## src/rtl/bram_port_arbiter.sv

```systemverilog
// Shares one data-memory BRAM port between the CPU datapath and a device master.
// Optional build macro MEM_ARB_CPU_PRI_EN: fixed CPU priority with a device anti-starvation counter.

module bram_port_arbiter #(
  parameter int DATA_W    = 16,
  parameter int ADDR_W    = 16,
  parameter int MAX_BURST = 8
) (
  input  logic              clk,
  input  logic              reset,
  input  logic              cpu_req,
  input  logic              cpu_we,
  input  logic [ADDR_W-1:0] cpu_addr,
  input  logic [DATA_W-1:0] cpu_wdata,
  output logic              cpu_gnt,
  output logic              cpu_rvalid,
  output logic [DATA_W-1:0] cpu_rdata,
  output logic              cpu_wait,
  input  logic              dev_req,
  input  logic              dev_we,
  input  logic [ADDR_W-1:0] dev_addr,
  input  logic [DATA_W-1:0] dev_wdata,
  output logic              dev_gnt,
  output logic              dev_rvalid,
  output logic [DATA_W-1:0] dev_rdata,
  input  logic              dev_lock,
  output logic [ADDR_W-1:0] mem_addr,
  output logic              mem_we,
  output logic [DATA_W-1:0] mem_wdata,
  input  logic [DATA_W-1:0] mem_rdata
);

  localparam int         STAGES = 2;
  localparam logic [7:0] MAX_B  = 8'(MAX_BURST);

  typedef enum logic [1:0] {IDLE, SHARED, DEV_BURST} state_t;

  typedef struct packed {
    logic              we;
    logic [ADDR_W-1:0] addr;
    logic [DATA_W-1:0] wdata;
  } req_t;

  state_t            state;
  logic              rr_dev;      // 1: device wins the next contended grant
  logic [7:0]        burst_cnt;
  logic [7:0]        burst_nxt;
  req_t              cpu_r, dev_r, sel_r;
  logic              gnt_any;
  logic [STAGES:1]   vld_pipe, rd_pipe, dev_pipe;
  logic [DATA_W-1:0] cpu_hold, dev_hold;

  assign cpu_r     = {cpu_we, cpu_addr, cpu_wdata};
  assign dev_r     = {dev_we, dev_addr, dev_wdata};
  assign sel_r     = cpu_gnt ? cpu_r : dev_r;
  assign gnt_any   = cpu_gnt | dev_gnt;
  assign burst_nxt = burst_cnt + 8'd1;
  assign cpu_wait  = cpu_req & ~cpu_gnt;

`ifdef MEM_ARB_CPU_PRI_EN
  logic [2:0] starv_cnt;

  // Counts back-to-back contended CPU wins; at 4 the device is owed a slot.
  always_ff @(posedge clk or negedge reset) begin
    if (!reset)                                          starv_cnt <= '0;
    else if (dev_gnt)                                    starv_cnt <= '0;
    else if (cpu_gnt && dev_req && state != DEV_BURST)   starv_cnt <= starv_cnt + 3'd1;
  end
`endif

  always_comb begin
    cpu_gnt = 1'b0;
    dev_gnt = 1'b0;
    if (state == DEV_BURST) begin
      dev_gnt = dev_req;
      cpu_gnt = cpu_req & ~dev_req;
    end else if (cpu_req && dev_req) begin
`ifdef MEM_ARB_CPU_PRI_EN
      if (starv_cnt == 3'd4) dev_gnt = 1'b1;
      else                   cpu_gnt = 1'b1;
`else
      if (rr_dev) dev_gnt = 1'b1;
      else        cpu_gnt = 1'b1;
`endif
    end else begin
      cpu_gnt = cpu_req;
      dev_gnt = dev_req;
    end
  end

  always_ff @(posedge clk or negedge reset) begin
    if (!reset) begin
      state     <= IDLE;
      rr_dev    <= 1'b0;
      burst_cnt <= '0;
    end else begin
      case (state)
        IDLE, SHARED: begin
          if (gnt_any) rr_dev <= cpu_gnt;
          if (dev_gnt && dev_lock && MAX_B != 8'd1) begin
            state     <= DEV_BURST;
            burst_cnt <= 8'd1;
          end else if (cpu_req || dev_req) begin
            state <= SHARED;
          end else begin
            state <= IDLE;
          end
        end
        DEV_BURST: begin
          // Exit once the grant that reaches MAX_BURST is issued, so the count never overshoots.
          if (dev_gnt && dev_lock && burst_nxt != MAX_B) begin
            burst_cnt <= burst_nxt;
          end else begin
            state     <= SHARED;
            rr_dev    <= 1'b0;
            burst_cnt <= '0;
          end
        end
        default: begin
          state     <= IDLE;
          rr_dev    <= 1'b0;
          burst_cnt <= '0;
        end
      endcase
    end
  end

  always_ff @(posedge clk or negedge reset) begin
    if (!reset) begin
      mem_addr  <= '0;
      mem_we    <= 1'b0;
      mem_wdata <= '0;
    end else begin
      mem_we <= 1'b0;
      if (gnt_any) begin
        mem_addr  <= sel_r.addr;
        mem_we    <= sel_r.we;
        mem_wdata <= sel_r.wdata;
      end
    end
  end

  // Tag pipeline: stage 1 tracks the cycle mem_* is driven, stage 2 the cycle mem_rdata is valid.
  always_ff @(posedge clk or negedge reset) begin
    if (!reset) begin
      vld_pipe <= '0;
      rd_pipe  <= '0;
      dev_pipe <= '0;
    end else begin
      vld_pipe <= {vld_pipe[STAGES-1:1], gnt_any};
      rd_pipe  <= {rd_pipe[STAGES-1:1],  gnt_any & ~sel_r.we};
      dev_pipe <= {dev_pipe[STAGES-1:1], dev_gnt};
    end
  end

  assign cpu_rvalid = vld_pipe[STAGES] & rd_pipe[STAGES] & ~dev_pipe[STAGES];
  assign dev_rvalid = vld_pipe[STAGES] & rd_pipe[STAGES] &  dev_pipe[STAGES];

  always_ff @(posedge clk or negedge reset) begin
    if (!reset) begin
      cpu_hold <= '0;
      dev_hold <= '0;
    end else begin
      if (cpu_rvalid) cpu_hold <= mem_rdata;
      if (dev_rvalid) dev_hold <= mem_rdata;
    end
  end

  // Live BRAM data while the return is valid, last returned word otherwise.
  assign cpu_rdata = cpu_rvalid ? mem_rdata : cpu_hold;
  assign dev_rdata = dev_rvalid ? mem_rdata : dev_hold;

endmodule

```

## config.mk

```make
export PLATFORM = sky130hd
export DESIGN_NAME = bram_port_arbiter
export DESIGN_NICKNAME = d
export VERILOG_FILES = /design/src/rtl/bram_port_arbiter.sv
export SDC_FILE = /design/constraint.sdc
export NUM_CORES = 1
export LEC_CHECK = 0
export ABC_AREA = 0
export BUFFER_PORTS_ARGS = -buffer_cell sky130_fd_sc_hd__buf_2
export CORE_MARGIN = 2
export CORE_UTILIZATION = 42
export DETAILED_ROUTE_END_ITERATION = 10
export PLACE_DENSITY = 0.78
export SYNTH_ARGS = -nofsm -noshare
export SYNTH_HDL_FRONTEND = slang
export SYNTH_SLANG_ARGS = --single-unit
```

## constraint.sdc

```tcl
create_clock -name clk -period 1.8 [get_ports clk]
set_input_delay 0.54 -clock clk [delete_from_list [all_inputs] [get_ports clk]]
set_output_delay 0.54 -clock clk [all_outputs]
set_load 0.005 [all_outputs]
```

# Yosys cells after proc, flatten, opt, wreduce, memory -nomap -nowiden
# Index checks and enable logic that the tools add are counted.
[totals]
inputBits = 87
out_inout_bits = 70
wordCells = 56
regBits = 82
[classes]
n_addsub = 1
bitwise = 11
n_mux = 20
eq_ne = 6
n_reduce_logical = 7
[op_table]
columns = ["operator", "count"]
rows = [
  ["33-bit 2-to-1 mux", 1],
  ["16-bit 2-to-1 mux", 2],
  ["8-bit 2-to-1 mux", 2],
  ["8-bit case mux with 2 select lines", 1],
  ["1-bit 2-to-1 mux", 10],
  ["8-bit by 1-bit adder with 8-bit output, second input constant", 1],
  ["8-bit by 4-bit != test with 1-bit output, second input constant", 1],
  ["1-bit AND", 6],
  ["2-bit != test, second input constant", 3],
  ["2-bit 2-to-1 mux", 2],
  ["1-bit NOT", 4],
  ["2-bit case mux with 2 select lines", 1],
  ["1-bit logical AND", 3],
  ["2-bit by 1-bit == test with 1-bit output, second input constant", 1],
  ["2-bit == test, second input constant", 1],
  ["2-bit zero test", 1],
  ["1-bit case mux with 2 select lines", 1],
  ["2-bit AND reduction", 1],
  ["2-bit OR reduction", 1],
  ["1-bit logical OR", 1],
  ["1-bit bitwise OR", 1],
]

# Longest topological paths before layout
# Gate-level depths: netlist of run 1.
[depth]
ltp_word = 7
depth_mapped = 7
ltp_nobuf = 6

# Worst setup path after synthesis of run 1
# Ideal clock, no wire load.
[synth_timing]
kind = "register to output"
from = "reg vld_pipe[2] (netlist bit)"
to = "out dev_rdata[10]"
n_path_buf = 1
path_stages_with_launch = 4
t_required_ps = 1260
setup_slack_ps = -85
arrival_time_ps = 1345
path_cell_list = "dfrtp_1 nand3_1 clkbuf_1 mux2_2"
[synth_via]
elab_chain_cells = 3
[synth_lines]
columns = ["item", "line", "text"]
rows = [
  ["start, declared", "50", "logic [STAGES:1] vld_pipe, rd_pipe, dev_pipe;"],
  ["start signal, assigned", "150", "vld_pipe <= {vld_pipe[STAGES-1:1], gnt_any};"],
  ["1-bit AND (2 in a row)", "157", "assign dev_rvalid = vld_pipe[STAGES] & rd_pipe[STAGES] & dev_pipe[STAGES];"],
  ["16-bit 2-to-1 mux", "--", ""],
  ["end, declared", "25", "output logic [DATA_W-1:0] dev_rdata,"],
]
# No other way between the ends.

# Worst setup path in the final report of run 1
[layout_timing]
from = "reg dev_pipe[2] (netlist bit)"
to = "out dev_rdata[12]"
[layout_via]
elab_chain_cells = 2
[layout_lines]
columns = ["item", "line", "text"]
rows = [
  ["start, declared", "50", ""],
  ["start signal, assigned", "152", "dev_pipe <= {dev_pipe[STAGES-1:1], dev_gnt};"],
  ["1-bit AND", "157", ""],
  ["16-bit 2-to-1 mux", "--", ""],
]
# No other way between the ends.

==> results by group, run 1 <==
Critical path
  – CP max-delay cell: dfrtp_1
  – R2r worst-path depth: 12
  – Worst Setup SP: dev_pipe[2]$_DFF_PN0_
  – Flop-to-flop setup slack: -0.10 ns
  – Worst-path fanout max: 9
  – FF-to-FF Start: dev_pipe[2]$_DFF_PN0_
  – CP endpoint: dev_rdata[12]
  – Worst R2R End: cpu_hold[3]$_DFF_PN0_
  – Worst EP required: 1.26 ns
  – CP arrival: ~1.6 ns
  – Crit. End Element: output port
  – Kind of critical path: reg -> out
  – CP cell instances: nand3_4 > buf_12 > mux2_2 > buf_2
  – Critical path launch point type: register
  – Worst path max stage delay: 0.42 ns

Power and ir drop
  – Psw: between 2 and 2.5 mW
  – Flop pwr share: about two fifths
  – Cell internal pwr: about 4.4 mW
  – Max VDD drop: about 0.54 mV
  – Pwr Density: ~1200 nW/um2
  – Leakage power: between 2 and 3 nW
  – Switch share: a little under a third
  – Comb power frac: 42.1%
  – Power share of the clock group: between 10% and 20%

Logic synthesis
  – Average size of a mapped cell: approximately 11 um2
  – Synth unique cells: about 40
  – Post-Syn Instances: about 300
  – Post-Synth XOR/XNOR Area: less than 1%
  – Mux share of post-synthesis cell area: around 5.9%
  – Sequential share of the synthesized area: between 60 and 70%
  – Post-Synthesis Cell Area: roughly 3400 um2
  – FF+latch count, synth: just over 80
  – Largest family of logic cells by synthesized area: compound AO/OA/AOI/OAI gates
  – Synth Warn #: 0
  – Post-Synth Adder-Cell Area: less than 1%
  – Compound-gate portion of the synthesized area: 14.8%
  – Simple-gate portion of the synthesized area: approximately 12%
  – Syn Nets: 387

Drt
  – Residual DRC: 0
  – Initial DRC count: roughly 240
  – Vias per cell: around 5.3
  – Total number of vias: ~3400
  – WL final: 11.2 mm
  – DRT Pass-1 Iters: 7
  – Routed Antenna Nets: 0
  – Post-DR wirelength/cell: roughly 18 um

GRT
  – Total grt overflow: 0
  – GRT Total Usage: between 20% and 30%
  – Antenna violations before repair: 0
  – Largest net degree at the start of global routing: between 80 and 90
  – Vias in the first global route: about 3400
  – Global-route wire length before repair: roughly 16 mm

Placed design
  – Port Buf Inserts: about 160
  – Placed Cells incl. Taps: roughly 560
  – Detailed Place HPWL: between 6 and 7 mm
  – Routability cong.: 0.858
  – Worst slack at placement: -0.0817 ns

Timing
  – Highest Clock Rate: around 0.48 GHz
  – Clock skew: between 0.009 and 0.01 ns
  – Fin crit period: roughly 2.1 ns
  – Relative slew slack: between 60% and 70%
  – Period utilisation layout: 116%
  – Slew @ Worst Pin: a little over 0.5 ns
  – Max Slew Vio Count: 0
  – Worst hold margin: roughly 0.18 ns
  – Final WS setup: -0.289 ns
  – Unrepaired setup endpoints after global routing: yes
  – Final setup vio count: 36
  – Fin. Hold Viols: 0

Cells and area
  – P&R area growth vs syn: 64.5%
  – Layout cells sized above 1: between 60% and 70%
  – N_diodes: 0
  – Non-filler instance count after layout: 630
  – Final nets: between 600 and 700

Floorplan
  – Area of the die: just under 9000 um2
  – Die height: 94.0 um
  – DIE WIDTH: roughly 94 um
  – Core area: a little under 8000 um2
  – Initial core utilization: a little over two fifths
  – Standard-cell rows: 32
  – IO Count: approximately 160

Clock tree
  – Root buf cell: clkbuf_8
  – Total CTS buffers: 9
  – Reg clk slew, reported paths: 0.08 ns
  – Worst skew pair latency: 0.34 ns
  – Htree depth: 3
  – CTS sink cnt: 82
  – Hold buffer count at cts: 0
  – TritonCTS clock tree: done
  – CTS max path bufs: 2

Run status
  – Status: finished, violations left
  – Failing checks: negative setup slack

Run
  – Maxcap violations: 0

Worst hold path
  – Min-delay worst type: in -> async
state kept, by name (all words and copies together), names as in the netlist:
register   flops
cpu_hold      16
dev_hold      16
mem_addr      16
mem_wdata     16
burst_cnt      8
dev_pipe       2
rd_pipe        2
state          2
vld_pipe       2
mem_we         1
rr_dev         1
synth_stat cells (all sizes together):
library cell	instances	area, um2
a21boi	1	11.3
a21oi	4	20.0
a221oi	1	15.0
a222oi	32	320
a31o	1	8.76
a32o	2	20.0
and2	5	32.5
and2b	1	7.51
and3	1	7.51
buf	6	32.5
clkbuf	9	33.8
clkinv	1	3.75
dfrtp	82	2050
ha	1	12.5
inv	35	131
mux2	17	191
mux2i	1	10.0
nand2	57	221
nand2b	1	8.76
nand3	5	30.0
nand3b	1	7.51
nand4	3	25.0
nor2	10	53.8
nor2b	1	6.26
nor3	2	10.0
o21a	2	15.0
o21ai	8	40.0
o22ai	1	6.26
o2bb2ai	1	8.76
o31ai	2	15.0
o41ai	2	25.0
or3	2	12.5
xor2	1	8.76
critical path: cells and delay by family, from the launching register on:
kind                   cells  cell delay (ns)
and+or+nand+nor            1             0.13
muxes                      1             0.37
buffers and inverters      2             0.28
DFF                        1             0.42
how the worst min path moves through the flow:
stage                                from                        to  slack (ns)  cells after the start
finish                              reset      state[0]$_DFFE_PN0P_        0.18                      2
detailed placement  dev_pipe[1]$_DFF_PN0_     dev_pipe[2]$_DFF_PN0_        0.34                      0
global route                        reset  mem_addr[12]$_DFFE_PN0P_        0.23                      2
floorplan                           reset  burst_cnt[0]$_DFFE_PN0P_        0.24                      0
CTS                                 reset  mem_addr[11]$_DFFE_PN0P_        0.23                      2
global placement    dev_pipe[1]$_DFF_PN0_     dev_pipe[2]$_DFF_PN0_        0.33                      0
per-stage QoR:
| stage | util (%) | power, mW | TNS (ns) | area (um2) |
|---|---|---|---|---|
| 4_1_cts | 67.1 | 5.88 | -7.06 | 5240 |
| 5_1_grt | 71.7 | 6.79 | -10.16 | 5600 |
| 3_3_place_gp | 56.6 | 3.83 | 0 | 4420 |
| 6_report | 71.7 | 6.44 | -8.20 | 5600 |
| 2_1_floorplan | - | 3.15 | 0 | 3420 |
| 3_5_place_dp | 56.6 | 3.90 | -0.131 | 4420 |
layout make-up:
type | count | area (um2)
fill | 511 | 2210
sequential | 82 | 2050
timing repair buffer | 228 | 1640
multi-input combinational | 166 | 1460
inverter | 36 | 150
clock buffer | 12 | 145
tap | 102 | 128
clock inverter | 4 | 27.5
power by group through the flow:
stage	combinational, mW	sequential (mW)	clock [mW]
2_1_floorplan	0.704	2.45	0
4_1_cts	2.19	2.47	1.22
6_report	2.71	2.54	1.19
3_3_place_gp	1.38	2.46	0
5_1_grt	2.91	2.57	1.32
3_5_place_dp	1.43	2.47	0
logic make-up after synthesis:
logic type / after synthesis
AO/OA/AOI/OAI: 57
XOR/XNOR: 1
adder cells (fa/ha/maj): 1
buffers and inverters: 51
flip-flops: 82
multiplexers: 18
AND/OR/NAND/NOR: 89
placed cells by master, fill, tap and decap left out, drive strengths merged, types with 3 or more instances in the layout:
| cell type | count |
|---|---|
| buf | 227 |
| dfrtp | 82 |
| nand2 | 57 |
| inv | 35 |
| a222oi | 32 |
| mux2 | 17 |
| clkbuf | 13 |
| nor2 | 10 |
| o21ai | 8 |
| nand3 | 5 |
| and2 | 5 |
| a21oi | 4 |
| clkinvlp | 3 |
| nand4 | 3 |
per-layer routing:
metal	track usage (%)	part of all wire [%]	up-vias	wire, um
met3	4.41	7.6	27	854
met5	0	0	-	0
met1	27.8	37	1628	4130
li1	-	-	1510	-
met2	41.8	53	201	5940
met4	8.45	2.5	0	279
repair_timing:
item,in CTS,in global routing
setup endpoints to repair,36,44
buffers inserted,55,8
resized for setup,70,78
pin swaps,34,6
gates cloned,1,1
Note: power is estimated with default switching activity, not from simulation.
==> run 2: changes to the inputs <==
==> constraint.sdc (replaced) <==
create_clock -name clk -period 1.8 [get_ports clk]
set_input_delay 0.54 -clock clk [delete_from_list [all_inputs] [get_ports clk]]
set_output_delay 0.54 -clock clk [all_outputs]
set_load 0.05 [all_outputs]
==> results by group, run 2 (synthesis results as in run 1) <==
Run status
  – Status: finished, violations left
  – Failing checks: negative setup slack

Clock tree
  – Total CTS buffers: 9
  – CTS sink cnt: between 80 and 90
  – Root buf cell: clkbuf_8
  – CTS max path bufs: 2
  – Worst skew pair latency: 0.34 ns
  – Reg clk slew, reported paths: approximately 0.080 ns
  – Htree depth: 3
  – TritonCTS clock tree: done
  – Hold buffer count at cts: 0

Drt
  – Vias per cell: 5.49
  – Met2 WL post-DR: approximately 5.8 mm
  – Post-Route M1 WL: 4.42 mm
  – WL final: roughly 12 mm
  – Residual DRC: 0
  – Post-DR wirelength/cell: roughly 19 um
  – Metal3 WL: approximately 1.1 mm
  – Initial DRC count: 299
  – DRT Pass-1 Iters: 7
  – Total number of vias: ~3300
  – DR top layer: met4
  – Routed Antenna Nets: 0

Timing
  – Clock skew: 0.00800 ns
  – Relative slew slack: a little over three fifths
  – Final WS setup: -0.364 ns
  – Fin. Hold Viols: 0
  – Unrepaired setup endpoints after global routing: yes
  – Slew @ Worst Pin: approximately 0.56 ns
  – Fin crit period: about 2.2 ns
  – Period utilisation layout: 120%
  – Highest Clock Rate: approximately 0.46 GHz
  – Max Slew Vio Count: 0
  – Final setup vio count: 38

Cells and area
  – Commonest non-fill, non-tap cell in the layout: buf_2
  – Layout cells sized above 1: between 50 and 60%
  – Non-filler instance count after layout: between 600 and 700
  – Final nets: 581
  – Number of fill cells: ~510
  – Most frequent cells in the layout: 118 x buf_2, 81 x dfrtp_1, 34 x inv_1
  – P&R area growth vs syn: 62.1%
  – Final Cell Area: 5520 um2

Critical path
  – Critical path launch point type: register
  – Crit path max-delay family: flip-flops
  – Worst-path fanout max: 9
  – Crit. End Element: output port
  – Kind of critical path: reg -> out
  – CP max-delay cell: dfrtp_1
  – CP arrival: ~1.6 ns
  – Worst path max stage delay: 0.41 ns
  – Crit path buf inv count: 2
  – CP cell instances: nand3_4 > buf_12 > mux2_2 > buf_6
  – Worst EP required: between 1 and 1.5 ns

GRT
  – Vias in the first global route: a little over 3000
  – Global-route wire length before repair: approximately 16 mm
  – Antenna violations before repair: 1
  – GRT Total Usage: a little under a quarter
  – Total grt overflow: 0
  – Largest net degree at the start of global routing: 83

Floorplan
  – Area of the die: slightly below 9000 um2
  – DIE WIDTH: ~94 um
  – IO Count: between 150 and 200
  – Standard-cell rows: 32
  – Initial core utilization: between 40 and 50%
  – Die height: approximately 94 um
  – Core area: slightly below 8000 um2

Power and ir drop
  – Flop pwr share: ~32%
  – Psw: roughly 3.4 mW
  – Power share of the clock group: approximately 17%
  – Switch share: between 40% and 50%
  – Max VDD drop: 0.479 mV
  – Final total power: between 7 and 8 mW
  – Cell internal pwr: roughly 4.5 mW
  – Leakage power: around 2.8 nW
  – Pwr Density: between 1000 and 1500 nW/um2
  – Comb power frac: approximately half

Placed design
  – Worst slack at placement: -0.140 ns
  – Placed Cells incl. Taps: 560
  – Detailed Place HPWL: about 6.5 mm
  – Routability cong.: about 0.86
  – Dpl cell area: roughly 4500 um2
  – Port Buf Inserts: between 150 and 200

Run
  – Maxcap violations: 0

Worst hold path
  – Min-delay worst type: in -> async
-- run 2: metal layers --
metal / global-route usage [%] / vias up
met2: 41.5 / 185
li1: - / 1454
met3: 6.82 / 22
met5: 0 / -
met4: 7.49 / 0
met1: 28.5 / 1637
-- run 2: area by class of cell --
type | instances | area [um2] | area share (%)
sequential | 82 | 2050 | 37.2
timing repair buffer | 197 | 1520 | 27.6
multi-input combinational | 166 | 1460 | 26.4
clock buffer | 12 | 145 | 2.63
inverter | 36 | 143 | 2.59
tap | 102 | 128 | 2.31
clock inverter | 4 | 51.3 | 0.930
timing repair inverter | 1 | 16.3 | 0.295
antenna | 1 | 2.50 | 0.0454
-- run 2: worst paths after layout --
| kind | from | to | slack [ns] | depth (start not counted) |
|---|---|---|---|---|
| min in group clk | vld_pipe[1]$_DFF_PN0_ | vld_pipe[2]$_DFF_PN0_ | 0.35 | 0 |
| min reg2reg | vld_pipe[1]$_DFF_PN0_ | vld_pipe[2]$_DFF_PN0_ | 0.35 | 0 |
| max | dev_pipe[2]$_DFF_PN0_ | dev_rdata[12] | -0.36 | 4 |
| min | reset | mem_addr[5]$_DFFE_PN0P_ | 0.21 | 2 |
| max in group asynchronous | reset | burst_cnt[3]$_DFFE_PN0P_ | 1.23 | 2 |
| max reg2reg | state[0]$_DFFE_PN0P_ | mem_addr[3]$_DFFE_PN0P_ | -0.05 | 7 |
-- run 2: power by group through the flow --
stage	sequential (mW)	clock (mW)	combinational, mW
2_1_floorplan	2.92	0	1.77
3_3_place_gp	2.45	0	2.92
3_5_place_dp	2.47	0	2.98
4_1_cts	2.46	1.36	3.73
5_1_grt	2.58	1.45	4.23
6_report	2.54	1.32	4.08
-- run 2: what timing repair did --
| item | in CTS | in global routing |
|---|---|---|
| pin swaps | 14 | 19 |
| gates cloned | 3 | 0 |
| setup endpoints to repair | 37 | 39 |
| gates resized for setup | 145 | 41 |
| buffers inserted | 8 | 13 |
-- run 2: stage by stage --
stage	TNS (ns)	utilization [%]	hold WS, ns
final	-10.18	70.7	0.207
after global routing	-12.29	70.6	0.228
after CTS	-9.92	67.4	0.225
after detailed placement	-0.331	57.6	0.336
after global placement	-0.270	57.6	0.333
after floorplan	-0.123	-	0.244
